**src/rtl/mac_pkg.sv**
```systemverilog
// Shared constants for the mac sequencer: default widths, FSM encoding, mac latency.
// Latency: n/a (package only).
// Backpressure: n/a (package only).
package mac_pkg;

   localparam int A_BITWIDTH_DEF   = 8;
   localparam int OUT_BITWIDTH_DEF = 19;
   localparam int LEN_BITWIDTH_DEF = 5;

   // Internal pipeline depth of the attached mac, from en to done.
   localparam int MAC_LATENCY = 3;

   // Sequencer state encoding.
   localparam logic [1:0] ST_IDLE  = 2'd0;
   localparam logic [1:0] ST_FETCH = 2'd1;
   localparam logic [1:0] ST_ISSUE = 2'd2;
   localparam logic [1:0] ST_DONE  = 2'd3;

endpackage

```
**src/rtl/mac_feedback.sv**
```systemverilog
// mac_feedback: maps the running sum onto the mac addend port; build option MAC_SEQ_SAT_EN selects clamping.
// Latency: combinational.
// Backpressure: none; pure function of acc_i.
module mac_feedback
   import mac_pkg::*;
#(
   parameter int OUT_BITWIDTH = OUT_BITWIDTH_DEF,
   parameter int C_BITWIDTH   = OUT_BITWIDTH - 1
) (
   input  logic [OUT_BITWIDTH-1:0] acc_i,
   output logic [C_BITWIDTH-1:0]   c_o,
   output logic                    clamp_o
);

`ifdef MAC_SEQ_SAT_EN
   // Largest and smallest values representable on the C_BITWIDTH addend, sign-extended to acc width.
   localparam logic [OUT_BITWIDTH-1:0] C_MAX = {{(OUT_BITWIDTH-C_BITWIDTH+1){1'b0}}, {(C_BITWIDTH-1){1'b1}}};
   localparam logic [OUT_BITWIDTH-1:0] C_MIN = {{(OUT_BITWIDTH-C_BITWIDTH+1){1'b1}}, {(C_BITWIDTH-1){1'b0}}};

   // Clamp the running sum into addend range and flag when it had to.
   always_comb begin
      c_o     = acc_i[C_BITWIDTH-1:0];
      clamp_o = 1'b0;
      if ($signed(acc_i) > $signed(C_MAX)) begin
         c_o     = C_MAX[C_BITWIDTH-1:0];
         clamp_o = 1'b1;
      end else if ($signed(acc_i) < $signed(C_MIN)) begin
         c_o     = C_MIN[C_BITWIDTH-1:0];
         clamp_o = 1'b1;
      end
   end
`else
   // Plain two's-complement wrap: the upper acc bits are simply dropped.
   logic unused_acc_hi;
   assign unused_acc_hi = ^acc_i[OUT_BITWIDTH-1:C_BITWIDTH];
   assign c_o           = acc_i[C_BITWIDTH-1:0];
   assign clamp_o       = 1'b0;
`endif

endmodule

```
**src/rtl/mac_seq.sv**
```systemverilog
// mac_seq: en/done initiator that runs a biased signed dot product through one mac (option MAC_SEQ_SAT_EN clamps feedback).
// Latency: 1 fetch + 4 issue cycles per pair with a 3-cycle mac; result_valid in cycle 5*len+1 (len==0: cycle 1).
// Backpressure: in_ready only while fetching; in_valid low there stalls indefinitely with no side effects.
module mac_seq
   import mac_pkg::*;
#(
   parameter int A_BITWIDTH   = A_BITWIDTH_DEF,
   parameter int B_BITWIDTH   = A_BITWIDTH,
   parameter int OUT_BITWIDTH = OUT_BITWIDTH_DEF,
   parameter int C_BITWIDTH   = OUT_BITWIDTH - 1,
   parameter int LEN_BITWIDTH = LEN_BITWIDTH_DEF
) (
   input  logic                    clk,
   input  logic                    rst,
   input  logic                    start,
   input  logic [LEN_BITWIDTH-1:0] len,
   input  logic [C_BITWIDTH-1:0]   bias,
   output logic                    busy,
   input  logic                    in_valid,
   output logic                    in_ready,
   input  logic [A_BITWIDTH-1:0]   in_a,
   input  logic [B_BITWIDTH-1:0]   in_b,
   output logic                    mac_en,
   output logic [A_BITWIDTH-1:0]   mac_a,
   output logic [B_BITWIDTH-1:0]   mac_b,
   output logic [C_BITWIDTH-1:0]   mac_c,
   input  logic [OUT_BITWIDTH-1:0] mac_mout,
   input  logic                    mac_done,
   output logic [OUT_BITWIDTH-1:0] result,
   output logic                    result_valid,
   output logic                    sat_flag
);

   logic [1:0]              state_q,  state_d;
   logic [LEN_BITWIDTH-1:0] cnt_q,    cnt_d;
   logic [OUT_BITWIDTH-1:0] acc_q,    acc_d;
   logic [A_BITWIDTH-1:0]   mac_a_q,  mac_a_d;
   logic [B_BITWIDTH-1:0]   mac_b_q,  mac_b_d;
   logic                    mac_en_q, mac_en_d;
   logic                    busy_q,   busy_d;
   logic [OUT_BITWIDTH-1:0] result_q, result_d;
   logic                    rv_q,     rv_d;
   logic                    sat_q,    sat_d;
   logic                    clamp;

   mac_feedback #(
      .OUT_BITWIDTH (OUT_BITWIDTH),
      .C_BITWIDTH   (C_BITWIDTH)
   ) u_feedback (
      .acc_i   (acc_q),
      .c_o     (mac_c),
      .clamp_o (clamp)
   );

   // Next-state logic. result and its valid pulse are loaded on the transition
   // into DONE so the pulse and the data appear together in the DONE cycle.
   always_comb begin
      state_d  = state_q;
      cnt_d    = cnt_q;
      acc_d    = acc_q;
      mac_a_d  = mac_a_q;
      mac_b_d  = mac_b_q;
      mac_en_d = mac_en_q;
      busy_d   = busy_q;
      result_d = result_q;
      rv_d     = 1'b0;
      sat_d    = sat_q;
      case (state_q)
         ST_IDLE: begin
            if (start) begin
               cnt_d  = len;
               acc_d  = {{(OUT_BITWIDTH-C_BITWIDTH){bias[C_BITWIDTH-1]}}, bias};
               sat_d  = 1'b0;
               busy_d = 1'b1;
               if (len == '0) begin
                  result_d = {{(OUT_BITWIDTH-C_BITWIDTH){bias[C_BITWIDTH-1]}}, bias};
                  rv_d     = 1'b1;
                  state_d  = ST_DONE;
               end else begin
                  state_d  = ST_FETCH;
               end
            end
         end
         ST_FETCH: begin
            if (in_valid) begin
               mac_a_d  = in_a;
               mac_b_d  = in_b;
               mac_en_d = 1'b1;
               state_d  = ST_ISSUE;
            end
         end
         ST_ISSUE: begin
            // acc is stable throughout ISSUE, so the clamp seen here is the one the mac uses.
            if (clamp) begin
               sat_d = 1'b1;
            end
            if (mac_done) begin
               acc_d    = mac_mout;
               cnt_d    = cnt_q - LEN_BITWIDTH'(1);
               mac_en_d = 1'b0;
               if (cnt_q == LEN_BITWIDTH'(1)) begin
                  result_d = mac_mout;
                  rv_d     = 1'b1;
                  state_d  = ST_DONE;
               end else begin
                  state_d  = ST_FETCH;
               end
            end
         end
         default: begin
            busy_d  = 1'b0;
            state_d = ST_IDLE;
         end
      endcase
   end

   // State registers; reset aborts any command in flight.
   always_ff @(posedge clk or posedge rst) begin
      if (rst) begin
         state_q  <= ST_IDLE;
         cnt_q    <= '0;
         acc_q    <= '0;
         mac_a_q  <= '0;
         mac_b_q  <= '0;
         mac_en_q <= 1'b0;
         busy_q   <= 1'b0;
         result_q <= '0;
         rv_q     <= 1'b0;
         sat_q    <= 1'b0;
      end else begin
         state_q  <= state_d;
         cnt_q    <= cnt_d;
         acc_q    <= acc_d;
         mac_a_q  <= mac_a_d;
         mac_b_q  <= mac_b_d;
         mac_en_q <= mac_en_d;
         busy_q   <= busy_d;
         result_q <= result_d;
         rv_q     <= rv_d;
         sat_q    <= sat_d;
      end
   end

   assign in_ready     = (state_q == ST_FETCH);
   assign busy         = busy_q;
   assign mac_en       = mac_en_q;
   assign mac_a        = mac_a_q;
   assign mac_b        = mac_b_q;
   assign result       = result_q;
   assign result_valid = rv_q;
   // Without clamping, clamp is constant 0 and sat_q never leaves reset.
   assign sat_flag     = sat_q;

endmodule
```
**config.mk**
```make
export PLATFORM = sky130hd
export DESIGN_NAME = mac_seq
export DESIGN_NICKNAME = d
export VERILOG_FILES = /design/src/rtl/mac_pkg.sv /design/src/rtl/mac_feedback.sv /design/src/rtl/mac_seq.sv
export SDC_FILE = /design/constraint.sdc
export NUM_CORES = 1
export LEC_CHECK = 0
export CORE_ASPECT_RATIO = 0.7
export CORE_MARGIN = 4
export CORE_UTILIZATION = 40
export CTS_CLUSTER_DIAMETER = 100
export CTS_CLUSTER_SIZE = 8
export DETAILED_ROUTE_END_ITERATION = 6
export GPL_ROUTABILITY_DRIVEN = 1
export PLACE_DENSITY = 0.76
export SETUP_SLACK_MARGIN = 0.15
export SYNTH_ARGS = -nofsm -noshare
export SYNTH_HDL_FRONTEND = slang
export SYNTH_SLANG_ARGS = --single-unit
```
**constraint.sdc**
```tcl
create_clock -name clk -period 2.1 [get_ports clk]
set_input_delay 0.42 -clock clk [delete_from_list [all_inputs] [get_ports clk]]
set_output_delay 0.42 -clock clk [all_outputs]
set_load 0.005 [all_outputs]
```
==> flow_summary_export.csv <==
group,metric,value,unit
status,status,"completed",
timing,finalMaxSlewViolations,0,
layout,fill_cells,547,
setup_path,worstPathCellList,"clkdlybuf4s50_1 > or4_4 > o21ai_2 > nand3_1 > buf_4 > mux2_4",
layout,stdcell_count,482,
clock_tree,tritoncts,"built",
layout,nNetsFinal,452,
setup_path,timing.critical_path.buf_inv,2,
drt,drt_iter0_markers,77,
placement,gp_congestion,0.871,
clock_tree,cts-root-buf,"clkbuf_8",
clock_tree,numCtsBuffers,9,
power,p_clk_share,16.9,%
setup_path,critPathArrivalTime,2.07,ns
floorplan,start_util,41.8,%
floorplan,ios,121,
setup_path,r2r-end,"cnt_q[0]",
logic_synthesis,synth_top_family_by_area,"multiplexers",
power,power_frac_comb,51.2,%
logic_synthesis,synth_area,0.00288,mm2
clock_tree,clockBufferDepth,2,
setup_path,cp_top_family,"simple AND/OR/NAND/NOR gates",
drt,drcViolationCount,0,
timing,fin_ws,0.247,ns
logic_synthesis,synthMuxAreaShare,20.3,%
placement,placedCellCount,466,
layout,area_growth,57.8,%
setup_path,required,2.32,ns
setup_path,r2r-start,"state_q[0]",
timing,finalCritPeriodShare,88.2,%
power,pwr_density_cell,1520,mW/mm2
hold_path,min_path_type,"in2async",
timing,finalHoldViolCount,0,
floorplan,die_w,109,um
setup_path,cp_slowest_stage_delay,0.55,ns
setup_path,crit_slowest_cell,"or4_4",
logic_synthesis,synth-adder-area-share,2.61,%
global_route,grt_max_degree,31,
setup_path,cp_max_fo,6,
placement,pre_cts_ws,-0.117,ns
timing,finalSetupViolations,0,
global_route,antenna_found_initial,0,
global_route,gr-total-overflow,0,
power,peakVddDrop,0.000754,V
floorplan,chipHeight,79.0,um
timing,rsz0062_at_grt,"false",
logic_synthesis,syn_avg_cell_area,11.4,um2
drt,detail_route.wl_per_cell,15.2,um
timing,fmax,0.540,GHz
power,p_int,4.65,mW
run,drv_cap,0,
logic_synthesis,synth_fp_nets,321,
setup_path,end_kind,"register",
power,switchingPower,2.25,mW
clock_tree,clk_pin_slew_worst_paths,0.07,ns
setup_path,rrSetupSlack,0.28,ns
layout,postLayoutCoreUtil,66.0,%
logic_synthesis,synthSimpleGateAreaFrac,9.48,%
layout,antenna_cells,0,
clock_tree,htree_levels,3,
layout,regArea,0.00158,mm2
power,leakage,2.06,nW
logic_synthesis,synthCells,252,
setup_path,worst-setup-path-type,"in2reg",
logic_synthesis,ys_warn_count,0,
floorplan,die_area,0.00864,mm2
clock_tree,clock_latency,0.33,ns
setup_path,startpoint_type,"input pin",
logic_synthesis,yosysSeqAreaShare,54.8,%
timing,fin_crit,1.85,ns
drt,antenna_left,0,
placement,dp_hpwl,5680,um
global_route,grt_first_pass_wirelength,11400,um
global_route,track_usage,17.3,%
drt,firstDrtPassIters,4,
logic_synthesis,synth_compound_area_share,6.83,%
timing,hold_slack,0.428,ns
layout,multi_input_area,0.00118,mm2
drt,vias,2284,
clock_tree,cts.sinks,63,
power,p_sw_share,32.6,%
power,seq_power_share,31.9,%
global_route,grt_pass1_vias,2286,
timing,skew,0.00489,ns
logic_synthesis,synth-xor-area-share,0,%
setup_path,r2r_cells,6,
floorplan,row_count,25,
layout,layout-drive-gt1-share,17.0,%
drt,vias_per_cell,4.74,
floorplan,core-area,0.00688,mm2
logic_synthesis,synth_cell_types,37,
logic_synthesis,synth_seq_cells,63,
clock_tree,post-cts-setup-buffers,0,
placement,port_buffers,119,
drt,wl,7350,um
[logic make-up (layout without fill, tap and decap cells)]
family                   after synthesis  in the layout
AO/OA/AOI/OAI                         35             35
adder cells (fa/ha/maj)                6              6
buffers and inverters                 36            172
flip-flops                            63             63
multiplexers                          54             54
other                                  1              1
AND/OR/NAND/NOR                       57             57
[cells in the mapped netlist]
library cell,number,area [um2]
nor3_2,1,10.0
mux2_2,18,203
nand3_1,3,15.0
dfrtp_1,63,1580
nand2b_1,2,12.5
ha_1,6,75.1
o311ai_1,1,8.76
buf_1,1,3.75
o221a_1,1,11.3
mux2i_1,31,310
buf_6,1,11.3
or4_4,1,11.3
a21oi_1,5,25.0
o21ai_2,1,8.76
a31oi_1,1,6.26
conb_1,1,3.75
buf_4,1,7.51
nor2b_1,3,18.8
nor4_1,1,6.26
buf_12,1,20.0
or3_1,2,12.5
or3b_1,1,8.76
inv_1,24,90.1
o21ai_0,4,20.0
nor3b_1,1,7.51
nand2_1,32,120
clkbuf_1,3,11.3
o22a_1,1,8.76
mux2_4,4,60.1
o22ai_1,2,12.5
o21ai_1,19,95.1
nor2_1,5,18.8
nor4b_1,1,8.76
buf_2,5,25.0
mux2_1,1,11.3
or2_2,2,12.5
nor3_1,2,10.0
[stage by stage]
stage,power [mW],cell area (um2),TNS (ns)
finish,6.90,4540,0
global route,7.40,4540,0
detailed placement,5.70,4260,-1.89
global placement,5.60,4260,-1.60
CTS,6.92,4490,0
floorplan,3.94,2880,0
[area by class of cell]
class,count,share of cell area [%]
sequential,63,34.7
clock inverter,5,1.79
inverter,24,2.07
multi-input combinational,153,26.0
tap,94,2.59
clock buffer,11,3.11
timing repair buffer,132,29.8
[registers in the layout, indices dropped and copies added, names as in the netlist]
| name | count |
|---|---|
| acc_q | 18 |
| busy | 1 |
| cnt_q | 5 |
| mac_a | 8 |
| mac_b | 8 |
| mac_en | 1 |
| result | 19 |
| result_valid | 1 |
| state_q | 2 |
[placed cells by master (no fill, tap or decap), types with 2 or more instances in the layout]
| cell | instances |
|---|---|
| buf_4 | 6 |
| o22ai_1 | 2 |
| or3_1 | 2 |
| o21ai_0 | 4 |
| mux2i_1 | 28 |
| nand3_1 | 3 |
| mux2_4 | 4 |
| ha_1 | 3 |
| ha_2 | 2 |
| nor2_1 | 4 |
| nor3_1 | 2 |
| nand2_1 | 32 |
| mux2i_2 | 3 |
| clkbuf_8 | 10 |
| bufinv_16 | 2 |
| inv_1 | 22 |
| clkdlybuf4s50_1 | 118 |
| nor2b_4 | 2 |
| buf_6 | 3 |
| buf_12 | 4 |
| clkinvlp_4 | 2 |
| or2_2 | 2 |
| o21ai_1 | 19 |
| nand2b_1 | 2 |
| dfrtp_1 | 63 |
| a21oi_1 | 5 |
| mux2_2 | 18 |
[worst reg2reg max path, stage by stage (launching register included)]
cell and delay (ns):
dfrtp_1 0.43, inv_1 0.12, ha_2 0.26, nor2_2 0.08, or3_1 0.41, buf_4 0.18, o311ai_1 0.23
[per-layer routing]
layer | wire, um | track usage [%]
met5 | 0 | 0
met3 | 636 | 5.20
met1 | 3410 | 23.8
met2 | 3240 | 26.1
met4 | 65 | 5.85
[worst max path at each step]
stage | start | endpoint | slack, ns | cells after the start
floorplan | state_q[0] | acc_q[10] | 0.35 | 7
global placement | len[3] | result[16] | -0.11 | 6
detailed placement | len[3] | result[17] | -0.12 | 6
CTS | state_q[1] | in_ready | 0.16 | 3
global route | state_q[0] | result[0] | 0.17 | 8
finish | len[3] | result[15] | 0.25 | 6
[timing repair]
item	CTS	global route
hold buffers	0	0
gates resized for setup	3	14
endpoints found under the setup margin	1	39
hold endpoints to repair	0	0
[power by group through the flow]
stage          clock (mW)  combinational [mW]  sequential, mW
2_1_floorplan           0                1.72            2.22
3_3_place_gp            0                3.40            2.20
3_5_place_dp            0                3.48            2.22
4_1_cts              1.21                3.50            2.21
5_1_grt              1.27                3.86            2.28
6_report             1.17                3.53            2.20
Power figures use the tool's default switching activity.
